File: src/rtl/csam_accum.sv
// csam_accum: frame accumulator placed behind the 8x5 carry-save array multiplier.
// Sums a programmable number of products and presents the total on a valid/ready port.
module csam_accum #(
    parameter int PW = 12,
    parameter int AW = 20,
    parameter int LW = 4
) (
    input  logic          clk,
    input  logic          reset,
    input  logic          start,
    input  logic [LW-1:0] len,
    input  logic          in_valid,
    output logic          in_ready,
    input  logic [PW-1:0] prod,
    output logic          out_valid,
    input  logic          out_ready,
    output logic [AW-1:0] sum,
    output logic          overflow
);
    localparam int XW = AW + 1;

    typedef enum logic [1:0] {
        IDLE  = 2'd0,
        ACCUM = 2'd1,
        HOLD  = 2'd2
    } state_t;

    state_t        state_r;
    state_t        state_nxt_s;
    logic [AW-1:0] acc_r;
    logic [AW-1:0] sum_r;
    logic [LW-1:0] len_r;
    logic [LW-1:0] count_r;
    logic          ovf_r;
    logic          in_ready_r;
    logic          out_valid_r;
    logic          xfer_s;
    logic          last_s;
    logic [XW-1:0] acc_nxt_s;

    // Transfer decode and the one-bit-wider add whose carry feeds overflow
    always_comb begin
        xfer_s    = (state_r == ACCUM) && in_valid;
        last_s    = (count_r == (len_r - LW'(1)));
        acc_nxt_s = {1'b0, acc_r} + XW'(prod);
    end

    // Next-state decode
    always_comb begin
        state_nxt_s = state_r;
        case (state_r)
            IDLE: begin
                if (start) begin
                    if (len == {LW{1'b0}}) begin
                        state_nxt_s = HOLD;
                    end else begin
                        state_nxt_s = ACCUM;
                    end
                end else begin
                    state_nxt_s = IDLE;
                end
            end
            ACCUM: begin
                if (xfer_s && last_s) begin
                    state_nxt_s = HOLD;
                end else begin
                    state_nxt_s = ACCUM;
                end
            end
            HOLD: begin
                if (out_ready) begin
                    state_nxt_s = IDLE;
                end else begin
                    state_nxt_s = HOLD;
                end
            end
            default: state_nxt_s = IDLE;
        endcase
    end

    // State register; handshake outputs are registered from the next state
    always_ff @(posedge clk or posedge reset) begin
        if (reset) begin
            state_r     <= IDLE;
            in_ready_r  <= 1'b0;
            out_valid_r <= 1'b0;
        end else begin
            state_r     <= state_nxt_s;
            in_ready_r  <= (state_nxt_s == ACCUM);
            out_valid_r <= (state_nxt_s == HOLD);
        end
    end

    // Accumulator, term counter, result and sticky overflow
    always_ff @(posedge clk or posedge reset) begin
        if (reset) begin
            acc_r   <= {AW{1'b0}};
            sum_r   <= {AW{1'b0}};
            len_r   <= {LW{1'b0}};
            count_r <= {LW{1'b0}};
            ovf_r   <= 1'b0;
        end else begin
            case (state_r)
                IDLE: begin
                    if (start) begin
                        len_r   <= len;
                        acc_r   <= {AW{1'b0}};
                        count_r <= {LW{1'b0}};
                        ovf_r   <= 1'b0;
                        if (len == {LW{1'b0}}) begin
                            sum_r <= {AW{1'b0}};
                        end
                    end
                end
                ACCUM: begin
                    if (xfer_s) begin
                        acc_r   <= acc_nxt_s[AW-1:0];
                        ovf_r   <= ovf_r | acc_nxt_s[AW];
                        count_r <= count_r + LW'(1);
                        // Final term: publish the updated total on the same edge
                        if (last_s) begin
                            sum_r <= acc_nxt_s[AW-1:0];
                        end
                    end
                end
                HOLD: begin
                    acc_r <= acc_r;
                end
                default: begin
                    acc_r <= {AW{1'b0}};
                end
            endcase
        end
    end

    assign in_ready  = in_ready_r;
    assign out_valid = out_valid_r;
    assign sum       = sum_r;
    assign overflow  = ovf_r;

endmodule

File: config.mk
export PLATFORM = sky130hd
export DESIGN_NAME = csam_accum
export DESIGN_NICKNAME = d
export VERILOG_FILES = /design/src/rtl/csam_accum.sv
export SDC_FILE = /design/constraint.sdc
export NUM_CORES = 1
export LEC_CHECK = 0
export CAP_MARGIN = 20
export CORE_MARGIN = 2
export CORE_UTILIZATION = 51
export CTS_BUF_LIST = sky130_fd_sc_hd__clkbuf_4
export CTS_CLUSTER_DIAMETER = 120
export DETAILED_ROUTE_END_ITERATION = 16
export MAX_ROUTING_LAYER = met4
export PLACE_DENSITY = 0.75
export SETUP_SLACK_MARGIN = 0.2
export SYNTH_ARGS = -nofsm -noshare
export SYNTH_HDL_FRONTEND = slang
export SYNTH_SLANG_ARGS = --single-unit
export TNS_END_PERCENT = 30
File: constraint.sdc
create_clock -name clk -period 2.3 [get_ports clk]
set_clock_uncertainty 0.2 [all_clocks]
set_input_delay 0.345 -clock clk [delete_from_list [all_inputs] [get_ports clk]]
set_output_delay 0.345 -clock clk [all_outputs]
set_load 0.02 [all_outputs]
---- Yosys cells after proc, flatten, opt, wreduce, memory -nomap -nowiden ----
Cells that the tools add are included.
word-level totals
  output and inout port bits .............. 23
  register bits after elaboration ......... 53
  input bits .............................. 21
  word-level logic and storage cells ...... 50
cells by class
  bitwise gates (word level) .............. 2
  mux-type cells .......................... 19
  $add $sub $neg .......................... 3
  equal/unequal tests ..................... 9
  reduce and logical (&&, ||, !) cells .... 9
operators with widths
  cell                   count
  $mux W20               6
  $pmux W20 S3           1
  $pmux W20 S2           1
  $add A20 B12 Y21       1
  $mux W2                4
  $mux W4                2
  $ne A2 B2 Y1 const B   4
  $pmux W4 S2            1
  $pmux W2 S3            1
  $reduce_and A3 Y1      2
  $reduce_and A5 Y1      1
  $add A4 B1 Y4 const B  1
  $eq A2 B1 Y1 const B   2
  $eq A2 B2 Y1 const B   2
  $eq A4 B4 Y1           1
  $logic_not A4 Y1       1
  $sub A4 B1 Y4 const B  1
  $logic_and A1 B1 Y1    2
  $logic_not A2 Y1       1
  $mux W1                2
  $pmux W1 S2            1
  $reduce_and A2 Y1      1
  $reduce_bool A2 Y1     1
  $not A1 Y1             1
  $or A1 B1 Y1           1

---- Logic depth before layout (Yosys ltp) ----
  depth in word-level cells ............... 6
  gate-level depth with buffers ........... 9
  mapped depth without buffers ............ 8

---- Worst setup path before layout ----
No wires, ideal clock.
  kind .................................... flip-flop to flip-flop
  from .................................... reg acc_r[0]
  to ...................................... reg ovf_r (netlist: overflow)
  data required time ...................... 1968 ps
  library setup time ...................... 132 ps
  stages on the path, launching flop included .. 10
  setup slack ............................. -188 ps
  period minus slack after synthesis ...... 2488 ps
  arrival time ............................ 2156 ps
  buffers on the path ..................... 1
  cell sequence ........................... dfrtp_1 -> ha_1 -> fa_1 -> a211oi_1 -> o21ai_0 -> a31o_2 -> buf_2 -> and2_1 -> a41oi_1 -> nor2_1
between the ends
  longest elaborated chain between the ends .. 4
ends and longest elaborated chain
  what                    RTL line  RTL
  from (decl)             30        logic [AW-1:0] acc_r;
  from (signal assigned)  97        acc_r <= {AW{1'b0}};
  from (signal assigned)  107       acc_r <= {AW{1'b0}};
  from (signal assigned)  117       acc_r <= acc_nxt_s[AW-1:0];
  $add A20 B12 Y21        45        acc_nxt_s = {1'b0, acc_r} + XW'(prod);
  $or A1 B1 Y1            118       ovf_r <= ovf_r | acc_nxt_s[AW];
  $mux W1                 116       if (xfer_s) begin
  $pmux W1 S2             103       case (state_r)
  to (signal assigned)    118
  to (decl)               34        logic ovf_r;
Every way passes these cells. The select of a mux whose other input is x is not followed.
A chain may end at the register's enable or synchronous reset.

---- Worst setup path after layout ----
  from .................................... reg acc_r[0]
  to ...................................... reg sum_r[10] (netlist: sum[10])
between the ends
  longest elaborated chain between the ends .. 4
ends and longest elaborated chain
  what                  RTL line  RTL
  $add A20 B12 Y21      45
  $mux W20              121       if (last_s) begin
  $mux W20              116
  $pmux W20 S2          103
  to (signal assigned)  98        sum_r <= {AW{1'b0}};
  to (signal assigned)  111       sum_r <= {AW{1'b0}};
  to (signal assigned)  122       sum_r <= acc_nxt_s[AW-1:0];
  to (decl)             31        logic [AW-1:0] sum_r;
Every way passes these cells. The select of a mux whose other input is x is not followed.

==> key figures <==
Outcome
  • Status: finished with violations
  • Failing checks: negative setup slack

Synth
  • Primary FF master, synth: dfrtp_1
  • Dominant cell type by area after synthesis: dfrtp_1
  • Top cells by area, synth: dfrtp_1 42%, ha_1 5.6%, nand2_1 4.4%, xnor2_1 3.6%, a22o_1 3.1%
  • Netlist Area Pre-Place: 3150 um2
  • Synth Area per Inst: 10.3 um2
  • Post-synth EDFFs: 0
  • Yosys warns: 0
  • Synthesized Nets: roughly 340
  • Unique masters post-synth: 55
  • Top post-synthesis cells by count: 53 x dfrtp_1, 37 x nand2_1, 16 x nor2_1
  • Synth Register Bits: 53
  • Sequential share of the synthesized area: 42.1%
  • Fraction of registers with async set/reset: 100%
  • Most common cell in the synthesized netlist: dfrtp_1
  • Top cell type's share of synthesized area: 42.1%
  • Gate count of the mapped netlist: ~310

Setup path
  • RR Startpoint: acc_r[0]
  • R2r setup slk: -0.14 ns
  • CP cell instances: ha_4, fa_2, a211oi_2, o21ai_2, a41oi_2, xor2_2, nor2_1, mux2_2
  • Crit-path max cell delay: 0.45 ns
  • Arrival time worst endpoint: 2.53 ns
  • Cell family with most CP delay: compound AO/OA/AOI/OAI gates
  • Crit path launch type: flop
  • Stages on worst setup path: 8
  • Worst R2R End: sum[10]
  • Setup CP Type: flop to flop
  • Bufs and invs on worst path: 0
  • Critical Path RT: 2.39 ns
  • Largest fanout on the critical path: 3
  • Crit path to: sum[10]
  • Path depth of the worst reg2reg path: 8
  • Crit end category: flop
  • Crit-path slowest cell: dfrtp_1
  • CP startpoint: acc_r[0]

STA
  • Max_slew headroom: a little over two thirds
  • Unrepaired setup endpoints after global routing: true
  • Fmax: 409 MHz
  • Worst setup margin: -0.142 ns
  • Slew Viols, Final: 0
  • Final worst-path cycle share: 106%
  • Final Setup Violations: 13
  • Worst-Margin Slew: 0.448 ns
  • Final min period: ~2.4 ns
  • Hold Vio Cnt, Final: 0

Drt
  • DRC: 0
  • Final wirelength: 8190 um
  • Via count: 2749
  • Average wire per standard cell: 17.3 um
  • Detail-routed via count per cell: 5.81
  • 1st-iter DRT viols: 153
  • DRT antenna net count: 0
  • First-pass DRT Iterations: 4

Clocking
  • Clock-pin slew on the worst setup and hold paths: around 0.15 ns
  • Clock sinks: 53
  • CTS max path bufs: 2
  • H-Tree Depth: 2
  • Number of CTS-inserted buffers: 5
  • Worst-Skew Late Latency: 0.38 ns
  • TritonCTS clock tree: yes
  • CTS root buf: clkbuf_4

Power and ir drop
  • Power Density: 1440 nW/um2
  • Peak supply drop: 0.000698 V
  • PnR Total Power: 0.00638 W
  • Leakage: 2.07 nW

Floorplan
  • Die Wd: 82.6 um
  • Initial Util: 52.9%
  • Overall die height: 82.6 um
  • Site Rows: 28
  • Area of the die: 6820 um2
  • I/O Pins: 44
  • Total core area: 5960 um2

Finish
  • Multi-input gate area: 2000 um2
  • Final nets: roughly 430
  • Synth-to-Final Area Change: 40.5%
  • Final Util: 74.4%
  • Ant. Diodes: 0
  • Layout fillers: 418
  • FF+latch area: about 1300 um2
  • Share of post-route cells with drive strength above 1: 31.4%
  • Fin cells: 473

GRT
  • Largest net degree at the start of global routing: 23
  • Total grt overflow: 0
  • GRT Total Usage: between 20% and 30%
  • Initial antenna violation count: 0
  • First-pass GRT wire length: approximately 13000 um
  • Vias in the first global route: roughly 2700

Place
  • GP Congestion: about 0.86
  • Placed cell count: 460
  • Final HPWL DP: 5660 um
  • PortBufs: 43

Worst hold path
  • Hold crit path type: input port to async pin

Job
  • Max_cap viols: 0
-- flip-flops by register name, summed over array words and instances (netlist names) --
signal     count
len_r          4
sum           20
state_r        2
in_ready       1
overflow       1
out_valid      1
count_r        4
acc_r         20
-- power by group --
group / switching [W] / internal, W
logic: 0.00203 / 0.00214
registers: 0.000381 / 0.00130
clock network: 0.000304 / 0.000222
-- cells by family (layout without fill, tap and decap cells) --
kind of cell / count (synthesis) / count (layout) / share of synthesized area (%)
DFF: 53 / 53 / 42.1
and+or+nand+nor: 91 / 91 / 14.8
xor gates and xnor gates: 20 / 20 / 5.56
buffers and inverters: 24 / 115 / 3.49
adders and majority gates: 15 / 15 / 6.19
muxes: 17 / 17 / 6.67
AOI/OAI and AO/OA: 86 / 87 / 21.2
-- metal layers --
metal / part of all wire (%) / track usage, %
met2: 50 / 41.9
met1: 45 / 33.3
met4: 1.6 / 8.52
met3: 3.9 / 4.89
met5: 0 / -
-- placed cells by master (no fill, tap or decap), types with 4 or more instances in the layout --
cell type	Yosys	final
dfrtp_1	53	53
a31oi_1	8	7
o21ai_0	11	9
xor2_1	7	4
a21oi_1	6	6
mux2_2	8	8
clkbuf_4	0	5
nor2_1	16	15
nand2_1	37	35
nand2b_1	4	4
a211o_1	4	4
buf_6	2	4
ha_1	14	9
mux2_4	6	6
a21o_1	10	10
clkdlybuf4s50_1	0	42
xnor2_2	0	4
buf_4	0	49
inv_1	9	6
ha_4	0	5
nor3_1	6	5
o21a_1	5	4
xnor2_1	13	8
o31ai_1	5	5
a22o_1	11	11
-- layout make-up --
type / count / share of cell area, %
clock buffers: 5 / 0.847
clock inverters: 2 / 0.791
inverters: 9 / 0.763
multi-input cells: 230 / 45.2
flip-flops and latches: 53 / 29.9
well taps: 75 / 2.12
repair buffers: 99 / 20.4
-- worst min path at each step --
| stage | to | cells after the start |
|---|---|---|
| final | acc_r[0] | 2 |
| after global routing | acc_r[0] | 2 |
| after CTS | acc_r[0] | 2 |
| after detailed placement | sum[15] | 1 |
| after global placement | acc_r[11] | 2 |
| after floorplan | out_valid | 1 |
-- metrics by stage --
step           setup WS (ns)  TNS, ns  cell area [um2]  hold WS (ns)
6_report              -0.142   -0.834             4430        0.0597
3_5_place_dp          -0.550   -12.97             4080         0.276
3_3_place_gp          -0.525   -12.08             4080         0.264
2_1_floorplan        -0.0619  -0.0756             3220         0.252
4_1_cts              -0.0787   -0.465             4330        0.0649
5_1_grt               -0.202    -3.02             4430        0.0963
-- repair_timing --
action	CTS	global route
resized for setup	25	14
setup endpoints to repair	36	37
pin swaps	16	14
hold buffers	0	0
cloned	1	0
buffers inserted	4	1
Power figures use the tool's default switching activity.
